### src/rtl/conv_layer_sequencer.sv
`default_nettype none
// ============================================================================
// conv_layer_sequencer : per-layer convolution sequencer + signed MAC engine
// Revision 1.0
// ============================================================================
module conv_layer_sequencer #(
   parameter int DATA_WIDTH      = 8,
   parameter int KERNEL_SIZE     = 3,
   parameter int INPUT_CHANNELS  = 3,
   parameter int OUTPUT_CHANNELS = 16,
   parameter int IMG_SIZE        = 8,
   parameter int ACC_WIDTH       = 24,
   parameter int SHIFT           = 0,
   localparam int N_TAPS = KERNEL_SIZE*KERNEL_SIZE*INPUT_CHANNELS,
   localparam int O_SIZE = IMG_SIZE-KERNEL_SIZE+1,
   localparam int IN_AW  = $clog2(INPUT_CHANNELS*IMG_SIZE*IMG_SIZE),
   localparam int W_AW   = $clog2(OUTPUT_CHANNELS*N_TAPS),
   localparam int OUT_AW = $clog2(OUTPUT_CHANNELS*O_SIZE*O_SIZE)
) (
   input  logic                  clk,
   input  logic                  rst,
   input  logic                  start,
   output logic                  busy,
   output logic                  done,
   output logic                  in_rd_en,
   output logic [IN_AW-1:0]      in_addr,
   input  logic [DATA_WIDTH-1:0] in_data,
   output logic                  w_rd_en,
   output logic [W_AW-1:0]       w_addr,
   input  logic [DATA_WIDTH-1:0] w_data,
   output logic                  out_valid,
   input  logic                  out_ready,
   output logic [OUT_AW-1:0]     out_addr,
   output logic [DATA_WIDTH-1:0] out_data
);

   localparam int CW = 16;
   localparam logic signed [ACC_WIDTH-1:0] SAT_HI = ACC_WIDTH'((2**(DATA_WIDTH-1))-1);
   localparam logic signed [ACC_WIDTH-1:0] SAT_LO = ~SAT_HI;

   typedef enum logic [2:0] {
      S_IDLE  = 3'd0,
      S_FETCH = 3'd1,
      S_DRAIN = 3'd2,
      S_WRITE = 3'd3,
      S_DONE  = 3'd4
   } state_t;

   state_t state_q, state_d;
   logic [CW-1:0] tap_q, tap_d, ic_q, ic_d, kx_q, kx_d, ky_q, ky_d;
   logic [CW-1:0] ox_q, ox_d, oy_q, oy_d, oc_q, oc_d;
   logic signed [ACC_WIDTH-1:0] acc_q, acc_d;
   logic acc_vld_q, acc_vld_d, acc_first_q, acc_first_d;
   logic [DATA_WIDTH-1:0] out_data_q, out_data_d;

   logic signed [2*DATA_WIDTH-1:0] prod_w;
   logic signed [ACC_WIDTH-1:0]    acc_sum_w, shifted_w;
   logic [DATA_WIDTH-1:0]          sat_w;
   logic                           last_pix_w;

   // Read data belongs to the tap issued one cycle earlier; acc_first_q marks tap 0.
   always_comb begin
      prod_w    = $signed(in_data) * $signed(w_data);
      acc_sum_w = acc_first_q ? ACC_WIDTH'(prod_w) : acc_q + ACC_WIDTH'(prod_w);
      acc_d     = acc_vld_q ? acc_sum_w : acc_q;
      shifted_w = acc_sum_w >>> SHIFT;
      if (shifted_w > SAT_HI)      sat_w = DATA_WIDTH'(SAT_HI);
      else if (shifted_w < SAT_LO) sat_w = DATA_WIDTH'(SAT_LO);
      else                         sat_w = DATA_WIDTH'(shifted_w);
   end

   assign last_pix_w = (ox_q == CW'(O_SIZE-1)) && (oy_q == CW'(O_SIZE-1)) &&
                       (oc_q == CW'(OUTPUT_CHANNELS-1));

   always_comb begin
      state_d     = state_q;
      tap_d       = tap_q;
      ic_d        = ic_q;
      kx_d        = kx_q;
      ky_d        = ky_q;
      ox_d        = ox_q;
      oy_d        = oy_q;
      oc_d        = oc_q;
      out_data_d  = out_data_q;
      acc_vld_d   = 1'b0;
      acc_first_d = 1'b0;
      case (state_q)
         S_IDLE: begin
            if (start) begin
               state_d = S_FETCH;
               tap_d = '0; ic_d = '0; kx_d = '0; ky_d = '0;
               ox_d  = '0; oy_d = '0; oc_d = '0;
            end
         end
         S_FETCH: begin
            acc_vld_d   = 1'b1;
            acc_first_d = (tap_q == '0);
            if (tap_q == CW'(N_TAPS-1)) begin
               state_d = S_DRAIN;
               tap_d = '0; ic_d = '0; kx_d = '0; ky_d = '0;
            end else begin
               tap_d = tap_q + 1'b1;
               if (ic_q == CW'(INPUT_CHANNELS-1)) begin
                  ic_d = '0;
                  if (kx_q == CW'(KERNEL_SIZE-1)) begin
                     kx_d = '0;
                     ky_d = ky_q + 1'b1;
                  end else begin
                     kx_d = kx_q + 1'b1;
                  end
               end else begin
                  ic_d = ic_q + 1'b1;
               end
            end
         end
         S_DRAIN: begin
            out_data_d = sat_w;
            state_d    = S_WRITE;
         end
         S_WRITE: begin
            if (out_ready) begin
               state_d = last_pix_w ? S_DONE : S_FETCH;
               if (ox_q == CW'(O_SIZE-1)) begin
                  ox_d = '0;
                  if (oy_q == CW'(O_SIZE-1)) begin
                     oy_d = '0;
                     oc_d = (oc_q == CW'(OUTPUT_CHANNELS-1)) ? '0 : oc_q + 1'b1;
                  end else begin
                     oy_d = oy_q + 1'b1;
                  end
               end else begin
                  ox_d = ox_q + 1'b1;
               end
            end
         end
         S_DONE:  state_d = S_IDLE;
         default: state_d = S_IDLE;
      endcase
   end

   always_ff @(posedge clk or posedge rst) begin
      if (rst) begin
         state_q     <= S_IDLE;
         tap_q       <= '0;
         ic_q        <= '0;
         kx_q        <= '0;
         ky_q        <= '0;
         ox_q        <= '0;
         oy_q        <= '0;
         oc_q        <= '0;
         acc_q       <= '0;
         acc_vld_q   <= 1'b0;
         acc_first_q <= 1'b0;
         out_data_q  <= '0;
      end else begin
         state_q     <= state_d;
         tap_q       <= tap_d;
         ic_q        <= ic_d;
         kx_q        <= kx_d;
         ky_q        <= ky_d;
         ox_q        <= ox_d;
         oy_q        <= oy_d;
         oc_q        <= oc_d;
         acc_q       <= acc_d;
         acc_vld_q   <= acc_vld_d;
         acc_first_q <= acc_first_d;
         out_data_q  <= out_data_d;
      end
   end

   // Addresses derive from registered counters only, so all are zero while in reset.
   assign busy      = (state_q != S_IDLE);
   assign done      = (state_q == S_DONE);
   assign in_rd_en  = (state_q == S_FETCH);
   assign w_rd_en   = (state_q == S_FETCH);
   assign out_valid = (state_q == S_WRITE);
   assign out_data  = out_data_q;
   assign in_addr   = IN_AW'(ic_q) * IN_AW'(IMG_SIZE*IMG_SIZE)
                    + IN_AW'(oy_q + ky_q) * IN_AW'(IMG_SIZE)
                    + IN_AW'(ox_q + kx_q);
   assign w_addr    = W_AW'(oc_q) * W_AW'(N_TAPS) + W_AW'(tap_q);
   assign out_addr  = OUT_AW'(oc_q) * OUT_AW'(O_SIZE*O_SIZE)
                    + OUT_AW'(oy_q) * OUT_AW'(O_SIZE)
                    + OUT_AW'(ox_q);

endmodule
`default_nettype wire

### config.mk
export PLATFORM = sky130hd
export DESIGN_NAME = conv_layer_sequencer
export DESIGN_NICKNAME = d
export VERILOG_FILES = /design/src/rtl/conv_layer_sequencer.sv
export SDC_FILE = /design/constraint.sdc
export NUM_CORES = 1
export LEC_CHECK = 0
export CORE_MARGIN = 3
export CORE_UTILIZATION = 50
export CTS_BUF_LIST = sky130_fd_sc_hd__clkbuf_4 sky130_fd_sc_hd__clkbuf_8 sky130_fd_sc_hd__clkbuf_16
export DETAILED_ROUTE_END_ITERATION = 12
export HOLD_SLACK_MARGIN = 0.06
export PLACE_DENSITY = 0.64
export SLEW_MARGIN = 20
export SYNTH_ARGS = -nofsm -noshare
export SYNTH_HDL_FRONTEND = slang
export SYNTH_SLANG_ARGS = --single-unit
### constraint.sdc
create_clock -name clk -period 4.9 [get_ports clk]
set_clock_uncertainty 0.1 [all_clocks]
set_input_delay 0.49 -clock clk [delete_from_list [all_inputs] [get_ports clk]]
set_output_delay 0.49 -clock clk [all_outputs]
set_load 0.01 [all_outputs]
# After elaboration in Yosys (flattened, before gate mapping)
# Index checks and enable logic that the tools add are counted.
dict set report totals {
  romBits 0
  inputBits 20
  latchBits 0
  elab_cells 100
  mem_bits_rw 0
  n_memories 0
  ff_bits 149
}
dict set report classes {
  multipliers 4
  order_cmp 2
  div 0
  addsub 15
  n_shift 0
  n_eq_ne 17
  reduce_logical 14
  bitwise 0
  mux 36
}
# cell n
set op_table {}
lappend op_table {{$mux W16} 19}
lappend op_table {{$pmux W16 S2} 7}
lappend op_table {{$add A16 B1 Y16 const B} 7}
lappend op_table {{$eq A16 B2 Y1 const B} 2}
lappend op_table {{$eq A16 B3 Y1 const B} 2}
lappend op_table {{$add A24 B16 Y24} 1}
lappend op_table {{$add A8 B8 Y8} 3}
lappend op_table {{$gt A24 B8 Y1 const B} 1}
lappend op_table {{$lt A24 B8 Y1 const B} 1}
lappend op_table {{$mux W24} 1}
lappend op_table {{$add A10 B10 Y10} 2}
lappend op_table {{$eq A16 B4 Y1 const B} 1}
lappend op_table {{$eq A16 B5 Y1 const B} 1}
lappend op_table {{$logic_not A16 Y1} 1}
lappend op_table {{$mul A8 B8 Y16} 1}
lappend op_table {{$mux W8} 2}
lappend op_table {{$mux W3} 4}
lappend op_table {{$pmux W3 S4} 1}
lappend op_table {{$mul A10 B2 Y9 const B} 1}
lappend op_table {{$mul A10 B4 Y8 const B} 1}
lappend op_table {{$add A9 B9 Y9} 1}
lappend op_table {{$mul A9 B5 Y9 const B} 1}
lappend op_table {{$reduce_and A3 Y1} 3}
lappend op_table {{$ne A2 B1 Y1 const B} 4}
lappend op_table {{other kinds (14)} 20}

# Depth between registers and ports, before layout
dict set report depth {
  ltp_word 6
  ltp_mapped 27
}

# Worst setup path after synthesis
# No wires, ideal clock.
dict set report synth_path {
  kind {input to register}
  start {in w_data[3]}
  end {reg out_data_q[1], in the netlist out_data[1]}
  path_buffers 1
  path_stages 26
  path_slack_ns -2.442
  t_required_ns 4.658
  setup_ns 0.142
  t_arrival_ns 7.100
  path_cell_list {and2_1 > fa_1 > inv_1 > fa_1 > inv_1 > fa_1 > inv_1 > fa_1 > inv_1 > ha_1 > nand2_1 > o21ai_0 > o41ai_1 > xnor2_1 > ha_1 > clkbuf_1 > a21oi_1 > o21ai_1 > or3_1 > o211ai_2 > nor3_1 > a21bo_1 > or4_1 > or3_1 > o21a_2 > a2bb2oi_1}
}
dict set report synth_via {
  elab_chain_len 6
}
# element line_no
set synth_rtl {}
lappend synth_rtl {{start: declaration} 30} ;# input logic [DATA_WIDTH-1:0] w_data,
lappend synth_rtl {{$mul A8 B8 Y16 *} 63} ;# prod_w = $signed(in_data) * $signed(w_data);
lappend synth_rtl {{$add A24 B16 Y24} 64} ;# acc_sum_w = acc_first_q ? ACC_WIDTH'(prod_w) : acc_q + ACC_WIDTH'(prod_w);
lappend synth_rtl {{$mux W24 *} 64}
lappend synth_rtl {{$lt A24 B8 Y1} 68} ;# else if (shifted_w < SAT_LO) sat_w = DATA_WIDTH'(SAT_LO);
lappend synth_rtl {{$mux W8} 68}
lappend synth_rtl {{$mux W8 *} 67} ;# if (shifted_w > SAT_HI) sat_w = DATA_WIDTH'(SAT_HI);
lappend synth_rtl {{end signal: assignment} 167} ;# out_data_q <= out_data_d;
lappend synth_rtl {{end: declaration} 54} ;# logic [DATA_WIDTH-1:0] out_data_q, out_data_d;
# Mark *: on every way between the ends. The rest lies on a longest branch, timed or not.
# A chain may end at the register's enable or synchronous reset.

# Worst setup path after layout
dict set report layout_path {
  start {in w_data[2]}
  end {reg out_data_q[2], in the netlist out_data[2]}
}
# Same word-level chain as after synthesis.

==> impl_metrics.json <==
{
  "coreArea_sq_um": 25500,
  "setup_ws_ns": -1.37,
  "worstPathRequired_ns": 5.11,
  "yosysTopAreaCell": "dfrtp_1",
  "synth_top_area_share": 0.263,
  "synth_common_cells": "180 x inv_1, 138 x dfrtp_1, 134 x nand2_1, 129 x ha_1, 110 x nor2_1",
  "vias_per_cell": 5.49,
  "r2r-end": "out_data[2]$_DFFE_PP0P_",
  "maxSlewViolCount": 0,
  "end_kind": "flip-flop",
  "r2r_start": "acc_q[0]$_DFFE_PP0P_",
  "initial_utilization": 0.516,
  "cts.sinks": 138,
  "htree_levels": 4,
  "synth_edf_count": 0,
  "worstHoldPathType": "reg2reg",
  "fillCellCount": 2057,
  "rsz0062_at_grt": "yes",
  "synth_area_per_cell_sq_um": 8.68,
  "status": "finished with violations",
  "fp-row-count": 58,
  "die_w_um": 168,
  "firstDrtPassIters": 8,
  "crit_arrival_ns": 6.48,
  "setup_viol": 24,
  "period_needed_ns": 6.27,
  "criticalPathCategory": "in2reg",
  "dieHeight_um": 168,
  "synth-seq-cells": 138,
  "layout_worst_path_cycle_share": 1.28,
  "async_flop_share": 1.00,
  "dp_slack_ns": -2.47,
  "ys_warn_count": 0,
  "synth_area_leaders": "dfrtp_1 26%, fa_1 13%, ha_1 12%",
  "grtUsageTotal": 0.235,
  "synth.distinct_cells": 64,
  "hold_slack_ns": 0.380,
  "holdPathEnd": "out_data[7]$_DFFE_PP0P_",
  "crit_top_cell": "fa_1",
  "critPathMaxStageDelay_ns": 0.55,
  "syn-num-nets": 1751,
  "holdPathStages": 2,
  "yosysMostFrequentCell": "inv_1",
  "port_buffers": 59,
  "dp_hpwl_um": 24400,
  "drtIter0Drc": 693,
  "maxCapViolations": 0,
  "root_buffer": "clkbuf_16",
  "nets": 1948,
  "cts_buffers": 17,
  "timing.fmax_mhz": 160,
  "worst_setup_path_start_kind": "input port",
  "cp_slowest_cell": "fa_1",
  "cts_tree": "done",
  "globalplace.congestion": 0.851,
  "post-route-util": 0.659,
  "min_from": "out_data[7]$_DFFE_PP0P_",
  "tightest_slew_ns": 0.931,
  "drt-total-wl_um": 32700,
  "synth_ff_type": "dfrtp_1",
  "area_growth_pct": 27.8,
  "maxSlewHeadroom": 0.373,
  "cts_hold_buf": 0,
  "antenna_found_initial": 0,
  "syn-cell-area_sq_um": 13100,
  "ios": 60,
  "hold_viol_final": 0,
  "clock_latency_ns": 0.44,
  "avgRoutedWirePerCell_um": 15.9,
  "crit_fanout": 6,
  "regToRegSetupSlack_ns": 1.15,
  "drive_gt1_frac": 0.222,
  "drc_errors": 0,
  "synth_cells": 1514,
  "violations": "negative setup slack",
  "cts_max_path_buffers": 2,
  "die_area_sq_um": 28300,
  "grt_max_degree": 79,
  "clkTransAtPathRegs_ns": 0.07,
  "vias": 11300,
  "r2r_cells": 14,
  "ys_seq_area_frac": 0.263,
  "drtAntennaViolNets": 0,
  "overflow": 0,
  "grt_pass1_wl_um": 54900,
  "first_global_vias": 11300
}
## cells by family (layout without fill, tap and decap cells)
| logic type | Yosys count | in the layout | share of synthesized area |
|---|---|---|---|
| flip-flops | 138 | 138 | 0.263 |
| XOR/XNOR | 115 | 115 | 0.0767 |
| multiplexers | 18 | 18 | 0.0143 |
| AND/OR/NAND/NOR | 491 | 491 | 0.185 |
| adder cells (fa/ha/maj) | 217 | 217 | 0.257 |
| other | 0 | 1 | 0 |
| buffers and inverters | 225 | 435 | 0.0651 |
| AO/OA/AOI/OAI | 310 | 310 | 0.140 |
## cell usage in the layout, fill, tap and decap left out, drive strengths merged, types with 51 or more instances in the layout
cell	Yosys	final
inv	180	185
buf	6	178
dfrtp	138	138
nand2	134	134
ha	129	129
o21ai	115	115
nor2	110	110
a21oi	92	92
fa	88	88
xnor2	68	68
and2	51	51
## sequential cells by signal, summed over array words and instances (netlist names)
name and cells:
acc_first_q 1, state_q 3, ox_q 16, kx_q 16, ky_q 5, oc_q 16, out_data 8, acc_vld_q 1
tap_q 16, ic_q 16, acc_q 24, oy_q 16
## stage by stage
step	instances	instance area [sq um]	setup TNS [ns]
finish	2055	16800	-18.47
global route	2054	16800	-23.19
CTS	2049	16400	-17.71
detailed placement	1998	15200	-45.34
global placement	1998	15200	-42.91
floorplan	1514	13300	-20.21
## layer usage
layer	wire length, um	up-vias	global-route usage
met3	1110	36	0.0305
met5	0	-	0
li1	-	5520	-
met2	16700	218	0.409
met4	496	0	0.0551
met1	14500	5499	0.312
## final cells by class
| type | instances | area (sq um) | area share |
|---|---|---|---|
| Multi-Input combinational cell | 1151 | 9760 | 0.581 |
| Tap cell | 330 | 413 | 0.0246 |
| Sequential cell | 138 | 3460 | 0.206 |
| Antenna cell | 1 | 2.50 | 0.000149 |
| Clock buffer | 17 | 425 | 0.0253 |
| Clock inverter | 15 | 194 | 0.0116 |
| Inverter | 180 | 681 | 0.0405 |
| Timing Repair Buffer | 223 | 1860 | 0.111 |
## worst max-delay path: cells and delay by family
family / cells / cell delay (ns)
fa+ha+maj: 6 / 2.56
compound gates: 9 / 1.42
simple gates: 5 / 1.04
buf+inv: 7 / 0.58
mux: 1 / 0.25
xor+xnor: 1 / 0.09
## what timing repair did
item,in CTS,in global routing
pin swaps,74,52
buffers inserted,19,9
setup endpoints to repair,26,28
resized for setup,193,58
## worst max path at each step
stage,start,to,depth (start not counted)
after floorplan,in_data[7],out_data[1]$_DFFE_PP0P_,27
after global placement,in_data[7],out_data[6]$_DFFE_PP0P_,27
after detailed placement,in_data[7],out_data[2]$_DFFE_PP0P_,25
after CTS,w_data[2],out_data[2]$_DFFE_PP0P_,27
after global routing,w_data[0],out_data[3]$_DFFE_PP0P_,28
final,w_data[2],out_data[2]$_DFFE_PP0P_,29
Power is left out: the tool's default activity adds up to more than one toggle a clock period on the data nets, which glitch-free logic cannot reach.
